<file path="config.mk">
export PLATFORM = sky130hd
export DESIGN_NAME = muldiv_sequencer_flat
export DESIGN_NICKNAME = d
export VERILOG_FILES = /design/src/rtl/muldiv_sequencer_if.sv /design/src/rtl/muldiv_sequencer.sv /design/src/flat_wrapper.sv
export SDC_FILE = /design/constraint.sdc
export NUM_CORES = 1
export LEC_CHECK = 0
export CORE_MARGIN = 3
export CORE_UTILIZATION = 40
export DETAILED_ROUTE_END_ITERATION = 10
export GPL_TIMING_DRIVEN = 0
export PLACE_DENSITY_LB_ADDON = 0.3
export RECOVER_POWER = 50
export SYNTH_ARGS = -nofsm -noshare
export SYNTH_HDL_FRONTEND = slang
export SYNTH_SLANG_ARGS = --single-unit
</file>
<file path="constraint.sdc">
create_clock -name clk -period 2.3 [get_ports clk]
set_clock_uncertainty 0.1 [all_clocks]
set_input_delay 0.69 -clock clk [delete_from_list [all_inputs] [get_ports clk]]
set_output_delay 0.69 -clock clk [all_outputs]
set_load 0.01 [all_outputs]
</file>
<file path="src/rtl/muldiv_sequencer_if.sv">
// muldiv_sequencer_if: request/control bundle between the issuing stage and the muldiv sequencer.
interface muldiv_sequencer_if;
    logic       op_valid;
    logic [5:0] funct;
    logic       stall;
    logic [5:0] ctrl_code;
    logic       busy;
    logic       hilo_wr;
    logic       op_done;
    logic       illegal;
    modport master (
        output op_valid, funct,
        input  stall, ctrl_code, busy, hilo_wr, op_done, illegal
    );
    modport slave (
        input  op_valid, funct,
        output stall, ctrl_code, busy, hilo_wr, op_done, illegal
    );
endinterface

</file>
<file path="src/rtl/muldiv_sequencer.sv">
// muldiv_sequencer: issues ALU/shift ops in one cycle and sequences MULTU/DIVU iterations ending in a HiLo write.
module muldiv_sequencer #(
    parameter int ITER_CYCLES = 32,
    parameter int CNT_W       = 6
) (
    input logic                clk,
    input logic                rst,
    muldiv_sequencer_if.slave  bus
);
    typedef enum logic [1:0] {IDLE, RUN, WRITE} state_t;
    state_t           state_q, state_d;
    logic [CNT_W-1:0] cnt_q, cnt_d;
    logic [5:0]       op_q, op_d, ctrl_code_q, ctrl_code_d;
    logic             busy_q, busy_d, hilo_wr_q, hilo_wr_d;
    logic             op_done_q, op_done_d, illegal_q, illegal_d;
    logic             is_single, is_multi;
    assign is_single = bus.funct inside {6'd36, 6'd37, 6'd32, 6'd34, 6'd42, 6'd2, 6'd16, 6'd18};
    assign is_multi  = bus.funct inside {6'd25, 6'd27};
    assign bus.stall     = bus.op_valid & (state_q != IDLE);
    assign bus.ctrl_code = ctrl_code_q;
    assign bus.busy      = busy_q;
    assign bus.hilo_wr   = hilo_wr_q;
    assign bus.op_done   = op_done_q;
    assign bus.illegal   = illegal_q;
    always_comb begin
        state_d     = state_q;
        cnt_d       = cnt_q;
        op_d        = op_q;
        ctrl_code_d = 6'd0;
        busy_d      = 1'b0;
        hilo_wr_d   = 1'b0;
        op_done_d   = 1'b0;
        illegal_d   = 1'b0;
        case (state_q)
            IDLE: if (bus.op_valid) begin
                if (is_single) begin
                    ctrl_code_d = bus.funct;
                    op_done_d   = 1'b1;
                end else if (is_multi) begin
                    op_d        = bus.funct;
                    cnt_d       = '0;
                    ctrl_code_d = bus.funct;
                    busy_d      = 1'b1;
                    state_d     = RUN;
                end else begin
                    illegal_d   = 1'b1;
                end
            end
            RUN: begin
                // the latched op, not the live funct, drives the datapath for the whole iteration
                cnt_d       = cnt_q + CNT_W'(1);
                busy_d      = 1'b1;
                ctrl_code_d = op_q;
                if (cnt_q == CNT_W'(ITER_CYCLES - 1)) begin
                    state_d     = WRITE;
                    ctrl_code_d = 6'b111111;
                    hilo_wr_d   = 1'b1;
                    op_done_d   = 1'b1;
                end
            end
            default: state_d = IDLE;
        endcase
    end
    always_ff @(posedge clk) begin
        if (rst) begin
            state_q     <= IDLE;
            cnt_q       <= '0;
            op_q        <= 6'd0;
            ctrl_code_q <= 6'd0;
            busy_q      <= 1'b0;
            hilo_wr_q   <= 1'b0;
            op_done_q   <= 1'b0;
            illegal_q   <= 1'b0;
        end else begin
            state_q     <= state_d;
            cnt_q       <= cnt_d;
            op_q        <= op_d;
            ctrl_code_q <= ctrl_code_d;
            busy_q      <= busy_d;
            hilo_wr_q   <= hilo_wr_d;
            op_done_q   <= op_done_d;
            illegal_q   <= illegal_d;
        end
    end
endmodule

</file>
<file path="src/flat_wrapper.sv">
// flat-port wrapper written by rule: the top's interface ports become plain ports
module muldiv_sequencer_flat 
#(
    parameter int ITER_CYCLES = 32,
    parameter int CNT_W       = 6
)
  (clk, rst, bus_op_valid, bus_funct, bus_stall, bus_ctrl_code, bus_busy, bus_hilo_wr, bus_op_done, bus_illegal);
  muldiv_sequencer_if bus_i ();
  input logic clk;
  input logic rst;
  input wire logic [$bits(bus_i.op_valid)-1:0] bus_op_valid;
  input wire logic [$bits(bus_i.funct)-1:0] bus_funct;
  output wire logic [$bits(bus_i.stall)-1:0] bus_stall;
  output wire logic [$bits(bus_i.ctrl_code)-1:0] bus_ctrl_code;
  output wire logic [$bits(bus_i.busy)-1:0] bus_busy;
  output wire logic [$bits(bus_i.hilo_wr)-1:0] bus_hilo_wr;
  output wire logic [$bits(bus_i.op_done)-1:0] bus_op_done;
  output wire logic [$bits(bus_i.illegal)-1:0] bus_illegal;
  assign bus_i.op_valid = bus_op_valid;
  assign bus_i.funct = bus_funct;
  assign bus_stall = bus_i.stall;
  assign bus_ctrl_code = bus_i.ctrl_code;
  assign bus_busy = bus_i.busy;
  assign bus_hilo_wr = bus_i.hilo_wr;
  assign bus_op_done = bus_i.op_done;
  assign bus_illegal = bus_i.illegal;
  muldiv_sequencer #(.ITER_CYCLES(ITER_CYCLES), .CNT_W(CNT_W)) u_core (.clk(clk), .rst(rst), .bus(bus_i));
endmodule
</file>
==> impl_metrics.toml, run 1 <==
[floorplanning]
die_y_um = 56.5
ios = 20
row_count = 17
die_area_um2 = 3190
die_w_um = 56.5
design.core.area_um2 = 2320
initial_core_util = 0.440

[clock_network]
hold_buffers = 0
path_clk_slew_ns = 0.12
ctsResizeCount = 2
cts_setup_buffers = 0
cts_root_buffer = "clkbuf_4"
clk_latency_ns = 0.30
clock_sinks = 24
cts_tree = "built"
htree_num_levels = 1
cts_buffer_depth = 2
cts_buffers = 3

[run]
cap_viol_max_count = 0

[power_and_ir_drop]
switchingPower_mw = 0.141
irDropWorstVdd_mv = 0.353
intPower_mw = 0.510
total_power_mw = 0.652
leakagePower_nw = 0.488
seqPwrFrac = 0.648
pwr_density_cell_nw_per_um2 = 517
sw_frac_of_total = 0.217
p_clk_frac = 0.261
combPwrFrac = 0.091

[sta]
slew_viol_final = 0
setup_tns_ns = 0
post-route-period-util = 0.945
setup_viol_count_final = 0
finalHoldViolCount = 0
fmax_mhz = 460
worstMarginPinSlew_ns = 0.615
fin_ws_ns = 0.127
relSlewSlack = 0.585
rsz0062_at_grt = "no"
min_period_ns = 2.17

[global_route]
grt_max_degree = 13
antenna_found_initial = 0
grt_first_pass_wirelength_um = 3870
grt_remaining_overflow = 0
grtUsageTotal = 0.151
grt_pass1_vias = 849

[placed_design]
dp_hpwl_um = 1620
place_inst = 159
preCtsSetupSlack_ns = -0.356
portBuffers = 19
place_area_um2 = 1250
finalWeightedCongestion = 0.751

[worst_setup_path]
rr_worst_depth = 5
crit_fanout = 5
crit_arrival_ns = 2.30
worstSetupEndpointType = "flop"
crit_type = "input port to flop"
start_kind = "input port"
required_ns = 2.43

[detailed_routing]
num_vias = 883
dr.pass1.iters = 4
wl_per_cell_um = 13.3
drt_wl_total_um = 2160
ant_nets = 0
drt_iter0_drc = 8
post-route-drc-count = 0
viasPerCell = 5.45

[worst_hold_path]
hold_class = "flop to flop"
hold-path-cell-count = 2

[yosys]
synth_nets = 122
syn_avg_cell_area_um2 = 9.12
postSynthCellCount = 112
synth.distinct_cells = 36
yosys.area_share.simple = 0.283
synthArstFlopShare = 0
synth_edf_count = 0
yosysSeqAreaShare = 0.471
synth_area_um2 = 1020
synth_compound_area_frac = 0.173
synthAdderAreaFrac = 0.0123
ys_seq_elements = 24
synth_top_family_by_area = "simple AND/OR/NAND/NOR gates"
synth_xor_xnor_area_share = 0
synth-main-ff-cell = "dfxtp_1"
synth.area.mux_share = 0.0208
ys_warn_count = 0

[final_layout]
final_common_cell = "dfxtp_1"
final_cells = 162
layout_common_cells = "dfxtp_1, nor2_1, clkdlybuf4s50_1"
final_area_um2 = 1260
syn_to_final_growth_pct = 23.5
num_antenna_cells = 0
drive_gt1_frac = 0.0970
nNetsFinal = 146

[run_status]
status = "finished clean"
## synthesized netlist by cell type (all sizes together), types with 3 or more instances
cell type | number | area [µm²]
a21oi | 9 | 45.0
inv | 8 | 30.0
nor3 | 4 | 25.0
o22ai | 5 | 31.3
o21ai | 4 | 20.0
nand3 | 5 | 35.0
dfxtp | 24 | 480
nor2 | 13 | 48.8
nand4 | 3 | 18.8
and3 | 5 | 33.8
nand2 | 8 | 30.0
## layer usage
metal,up-vias,part of all wire,GRT usage
met5,-,0,0
met4,0,0.0083,0.0407
met3,2,0.059,0.0391
met2,17,0.49,0.256
met1,419,0.44,0.189
li1,445,-,-
## power groups by stage
stage                     logic (mW)  clock network [mW]  registers (mW)
after floorplan               0.0250                   0           0.433
after global placement        0.0591                   0           0.431
after detailed placement      0.0606                   0           0.432
after CTS                     0.0602               0.176           0.422
after global routing          0.0653               0.203           0.423
final                         0.0591               0.170           0.422
## logic make-up (layout without fill, tap and decap cells)
logic type / count (synthesis) / in the layout
AND/OR/NAND/NOR: 49 / 49
flip-flops: 24 / 24
multiplexers: 2 / 2
adder cells (fa/ha/maj): 1 / 1
buffers and inverters: 10 / 32
AO/OA/AOI/OAI: 26 / 26
## registers in the layout, indices dropped and copies added (netlist names)
signal	count
u_core.bus.illegal	1
u_core.bus.op_done	1
u_core.bus.ctrl_code	6
u_core.cnt_q	6
u_core.bus.busy	1
u_core.bus.hilo_wr	1
u_core.op_q	6
u_core.state_q	2
## final cells by class
cell class                 count  area, µm²
fill                         223       1060
multi-input combinational     78        494
sequential                    24        480
timing repair buffer          19        188
tap                           28       35.0
inverter                       8       30.0
clock buffer                   3       22.5
buffer                         2       11.3
## worst paths after layout
path / from / end / slack (ns)
max reg2reg: u_core.cnt_q[0] / u_core.bus.ctrl_code[4] / 0.48
min reg2reg: u_core.op_q[3] / u_core.op_q[3] / 0.35
min: u_core.op_q[3] / u_core.op_q[3] / 0.35
max: bus_funct[4] / u_core.bus.ctrl_code[4] / 0.13
## stage by stage
stage | util | hold slack, ns
6_report | 0.544 | 0.354
2_1_floorplan | - | 0.324
4_1_cts | 0.546 | 0.359
5_1_grt | 0.544 | 0.391
3_5_place_dp | 0.538 | 0.342
3_3_place_gp | 0.538 | 0.337
## worst max-delay path, stage by stage
cell	delay, ns
dlygate4sd3_1	0.63
and4bb_1	0.38
a31oi_4	0.16
or2_1	0.27
o22ai_1	0.16
Note: power is estimated with default switching activity, not from simulation.
==> inputs of run 2 (changes only) <==
--- a/config.mk
+++ b/config.mk
@@ -6,9 +6,10 @@
 export NUM_CORES = 1
 export LEC_CHECK = 0
 export CORE_MARGIN = 3
-export CORE_UTILIZATION = 40
+export CORE_UTILIZATION = 30
 export DETAILED_ROUTE_END_ITERATION = 10
 export GPL_TIMING_DRIVEN = 0
+export HOLD_SLACK_MARGIN = 0.08
 export PLACE_DENSITY_LB_ADDON = 0.3
 export RECOVER_POWER = 50
 export SYNTH_ARGS = -nofsm -noshare
==> run 2 against run 1 <==
- worst hold slack improved by 0.0090 ns
- critical path depth did not move
- die area grew 30%
- largest power group unchanged
==> impl_metrics.toml, run 2 (synthesis results as in run 1) <==
[placed_design]
place_inst = 175
finalWeightedCongestion = 0.814
dp_hpwl_um = 1650
portBuffers = 19

[floorplanning]
ios = 20
die_w_um = 64.3
row_count = 20
initial_core_util = 0.324
design.core.area_um2 = 3150
die_y_um = 64.3
die_area_um2 = 4140

[power_and_ir_drop]
irDropWorstVdd_mv = 0.328
switchingPower_mw = 0.149
total_power_mw = 0.695
p_clk_frac = 0.306
intPower_mw = 0.546
leakagePower_nw = 0.491
pwr_density_cell_nw_per_um2 = 533
sw_frac_of_total = 0.214
combPwrFrac = 0.086
seqPwrFrac = 0.608

[clock_network]
path_clk_slew_ns = 0.12
cts_root_buffer = "clkbuf_4"
clk_latency_ns = 0.31
htree_num_levels = 1
clock_sinks = 24
cts_buffers = 3
cts_buffer_depth = 2
cts_tree = "built"

[worst_setup_path]
start_kind = "input port"
required_ns = 2.42
crit_arrival_ns = 2.24
worstSetupEndpointType = "flop"
crit_type = "input port to flop"
crit_fanout = 6

[detailed_routing]
drt_iter0_drc = 49
wl_per_cell_um = 12.1
dr.pass1.iters = 4
num_vias = 891
drt_wl_total_um = 2170
ant_nets = 0
post-route-drc-count = 0
viasPerCell = 4.98

[sta]
min_period_ns = 2.13
worstMarginPinSlew_ns = 0.670
setup_tns_ns = 0
finalHoldViolCount = 0
relSlewSlack = 0.549
slew_viol_final = 0
fmax_mhz = 471
setup_viol_count_final = 0
post-route-period-util = 0.924
rsz0062_at_grt = "no"
holdWs_ns = 0.363

[global_route]
grt_max_degree = 14
grt_remaining_overflow = 0
grt_pass1_vias = 818
grtUsageTotal = 0.114
antenna_found_initial = 0
grt_first_pass_wirelength_um = 3750

[final_layout]
layout_common_cells = "dfxtp_1, nor2_1, clkdlybuf4s50_1"
final_common_cell = "dfxtp_1"
final_cells = 179
nNetsFinal = 146
fill_cells = 325
drive_gt1_frac = 0.119
num_antenna_cells = 0
syn_to_final_growth_pct = 27.6
final_core_util = 0.413

[worst_hold_path]
hold_class = "flop to flop"

[run]
cap_viol_max_count = 0

[run_status]
status = "finished clean"
[run 2: cell types whose count changed in the layout (fill, tap and decap cells not counted), sizes merged]
cell / change
dlygate4sd2: -1
clkdlybuf4s15: +1
clkbuf: +1
[run 2: repair_timing]
item / in CTS / in global routing
setup endpoints to repair: 1 / 0
hold buffers: 0 / 0
gates resized for setup: 4 / 0
setup buffers: 0 / 0
[run 2: final cells by class]
class | instances | area (µm²) | share of cell area
Multi-Input combinational cell | 78 | 499 | 0.383
Clock buffer | 4 | 36.3 | 0.0279
Buffer | 2 | 11.3 | 0.00865
Tap cell | 44 | 55.1 | 0.0423
Sequential cell | 24 | 480 | 0.369
Inverter | 8 | 30.0 | 0.0231
Timing Repair Buffer | 19 | 190 | 0.146
[run 2: path summary, 6_finish.rpt]
kind                    from                       to  slack (ns)  depth (start not counted)
max             bus_funct[1]       u_core.bus.illegal        0.17                          5
min           u_core.op_q[4]           u_core.op_q[4]        0.36                          2
max reg2reg  u_core.cnt_q[0]  u_core.bus.ctrl_code[4]        0.53                          5
min reg2reg   u_core.op_q[4]           u_core.op_q[4]        0.36                          2
[run 2: per-layer routing]
layer  up-vias  global-route usage  share of wire
met1       417               0.144           0.46
met2        27               0.189           0.47
met3         2              0.0404          0.062
met5         -                   0              0
met4         0              0.0158         0.0041
li1        445                   -              -
[run 2: through the flow]
step | area [µm²] | worst slack [ns]
2_1_floorplan | 1020 | 0.577
3_3_place_gp | 1270 | -0.382
3_5_place_dp | 1270 | -0.385
4_1_cts | 1300 | 0.170
5_1_grt | 1300 | 0.0216
6_report | 1300 | 0.175
[run 2: critical path: stages]
cell and delay (ns):
clkdlybuf4s50_1 0.50, nor4b_2 0.36, mux2_2 0.21, o21ai_0 0.24, and3_1 0.24
[run 2: power groups by stage]
stage | Combinational (mW) | Sequential [mW] | Clock, mW
6_report | 0.0596 | 0.422 | 0.213
5_1_grt | 0.0657 | 0.423 | 0.245
4_1_cts | 0.0607 | 0.422 | 0.224
3_5_place_dp | 0.0611 | 0.432 | 0
3_3_place_gp | 0.0597 | 0.432 | 0
2_1_floorplan | 0.0250 | 0.433 | 0
==> inputs of run 3 (changes only) <==
--- a/config.mk
+++ b/config.mk
@@ -7,11 +7,13 @@
 export LEC_CHECK = 0
 export CORE_MARGIN = 3
 export CORE_UTILIZATION = 30
+export CTS_BUF_LIST = sky130_fd_sc_hd__clkbuf_8 sky130_fd_sc_hd__clkbuf_16
 export DETAILED_ROUTE_END_ITERATION = 10
 export GPL_TIMING_DRIVEN = 0
 export HOLD_SLACK_MARGIN = 0.08
 export PLACE_DENSITY_LB_ADDON = 0.3
 export RECOVER_POWER = 50
+export SLEW_MARGIN = 20
 export SYNTH_ARGS = -nofsm -noshare
 export SYNTH_HDL_FRONTEND = slang
 export SYNTH_SLANG_ARGS = --single-unit
==> run 3 against run 2 <==
- clock power rose by 32%
- sequential power barely moved
- critical path type unchanged
- sequential share of layout area down 0.52 points
- worst hold slack got worse by 0.0064 ns
- count of clock-buffer cells in the layout stayed put
- via count is 0.45% lower
- total power is 9.6% higher
- largest power group unchanged
==> impl_metrics.toml, run 3 (synthesis results as in run 1) <==
[clock_network]
hold_buffers = 0
cts_root_buffer = "clkbuf_8"
clock_sinks = 24
htree_num_levels = 1
path_clk_slew_ns = 0.08
clk_latency_ns = 0.27
cts_buffer_depth = 2
cts_buffers = 3
cts_setup_buffers = 0
cts_tree = "built"

[power_and_ir_drop]
intPower_mw = 0.601
leakagePower_nw = 0.511
sw_frac_of_total = 0.211
combPwrFrac = 0.078
p_clk_frac = 0.369
switchingPower_mw = 0.160
irDropWorstVdd_mv = 0.292
seqPwrFrac = 0.554
pwr_density_cell_nw_per_um2 = 576

[worst_hold_path]
min_from = "u_core.op_q[4]"
hold_class = "flop to flop"

[placed_design]
portBuffers = 19
dp_hpwl_um = 1650
place_area_um2 = 1270
finalWeightedCongestion = 0.814

[final_layout]
regArea_um2 = 480
multi_input_area_um2 = 499
num_antenna_cells = 0
fill_cells = 323
drive_gt1_frac = 0.119
syn_to_final_growth_pct = 29.4
layout_common_cells = "dfxtp_1, nor2_1, dlygate4sd3_1"
final_common_cell = "dfxtp_1"
final_area_um2 = 1320
nNetsFinal = 146

[sta]
setup_tns_ns = 0
setup_viol_count_final = 0
relSlewSlack = 0.683
min_period_ns = 2.16
rsz0062_at_grt = "no"
slew_viol_final = 0
worstMarginPinSlew_ns = 0.475
finalHoldViolCount = 0
post-route-period-util = 0.937
fmax_mhz = 464

[worst_setup_path]
crit_fanout = 5
worst-path-buf-inv = 1
worstSetupEndpointType = "flop"
ff2ff_setup_slack_ns = 0.54
worstPathCellList = "clkdlybuf4s50_1, and4bb_1, a31oi_4, or2_1, o22ai_1"
crit_arrival_ns = 2.25
cpLargestDelayFamily = "simple AND/OR/NAND/NOR gates"
crit_start = "bus_funct[4]"
crit_type = "input port to flop"
start_kind = "input port"
slowest_stage = "clkdlybuf4s50_1"
required_ns = 2.39
r2r-start = "u_core.cnt_q[0]"
max_stage_delay_ns = 0.55

[floorplanning]
die_y_um = 64.3
row_count = 20
initial_core_util = 0.324
die_area_um2 = 4140
design.core.area_um2 = 3150
ios = 20
die_w_um = 64.3

[global_route]
grt_pass1_vias = 817
grtUsageTotal = 0.115
antenna_found_initial = 0
grt_first_pass_wirelength_um = 3750
grt_remaining_overflow = 0
grt_max_degree = 14

[detailed_routing]
num_vias = 887
wl_per_cell_um = 12.2
post-route-drc-count = 0
drt_wl_total_um = 2180
ant_nets = 0
drt_iter0_drc = 42
viasPerCell = 4.96
dr.pass1.iters = 4

[run_status]
status = "finished clean"

[run]
cap_viol_max_count = 0
## run 3: cell count changes in the layout (fill, tap and decap cells not counted)
cell	delta
clkbuf_8	+3
or2_0	-1
clkbuf_4	-3
or2_1	+1
o21ai_1	+1
o21ai_0	-1
clkdlybuf4s50_1	-4
dlygate4sd3_1	+4
## run 3: routing by layer
layer	vias to the layer above	wire length, µm	share of wire	GRT usage
met5	-	0	0	0
met4	0	14	0.0064	0.0290
met3	2	147	0.067	0.0422
met2	23	1030	0.47	0.186
met1	419	987	0.45	0.144
li1	443	-	-	-
## run 3: path summary, 6_finish.rpt
path,end,cells after the start
max reg2reg,u_core.bus.ctrl_code[4],5
max,u_core.bus.ctrl_code[4],5
min,u_core.op_q[4],2
min reg2reg,u_core.op_q[4],2
## run 3: power by group through the flow
stage | combinational (mW) | clock [mW] | sequential (mW)
4_1_cts | 0.0607 | 0.291 | 0.422
6_report | 0.0592 | 0.281 | 0.422
5_1_grt | 0.0653 | 0.309 | 0.422
3_3_place_gp | 0.0597 | 0 | 0.432
3_5_place_dp | 0.0611 | 0 | 0.432
2_1_floorplan | 0.0250 | 0 | 0.433
## run 3: per-stage QoR
step / hold slack [ns] / power [mW] / worst slack (ns) / cells / utilization
after global routing: 0.378 / 0.796 / 0.0610 / 179 / 0.419
after floorplan: 0.324 / 0.458 / 0.577 / 112 / -
after CTS: 0.363 / 0.773 / 0.115 / 179 / 0.419
after detailed placement: 0.351 / 0.493 / -0.385 / 175 / 0.402
final: 0.357 / 0.761 / 0.145 / 179 / 0.419
after global placement: 0.340 / 0.491 / -0.382 / 175 / 0.402
## run 3: cell type report
class | instances | area share
flip-flops and latches | 24 | 0.364
well taps | 44 | 0.0417
clock buffers | 4 | 0.0417
inverters | 8 | 0.0227
plain buffers | 2 | 0.00852
multi-input cells | 78 | 0.378
repair buffers | 19 | 0.144
## run 3: timing repair
| action | 4_1_cts | 5_1_grt |
|---|---|---|
| cloned | 0 | 0 |
| resized for setup | 4 | 1 |
| pin swaps | 0 | 0 |
| setup endpoints to repair | 1 | 5 |
| hold endpoints to repair | 0 | 0 |
## run 3: worst min-delay path, stage by stage, from the launching register on
cell	delay [ns]
dfxtp_1	0.30
inv_1	0.06
a21oi_1	0.05
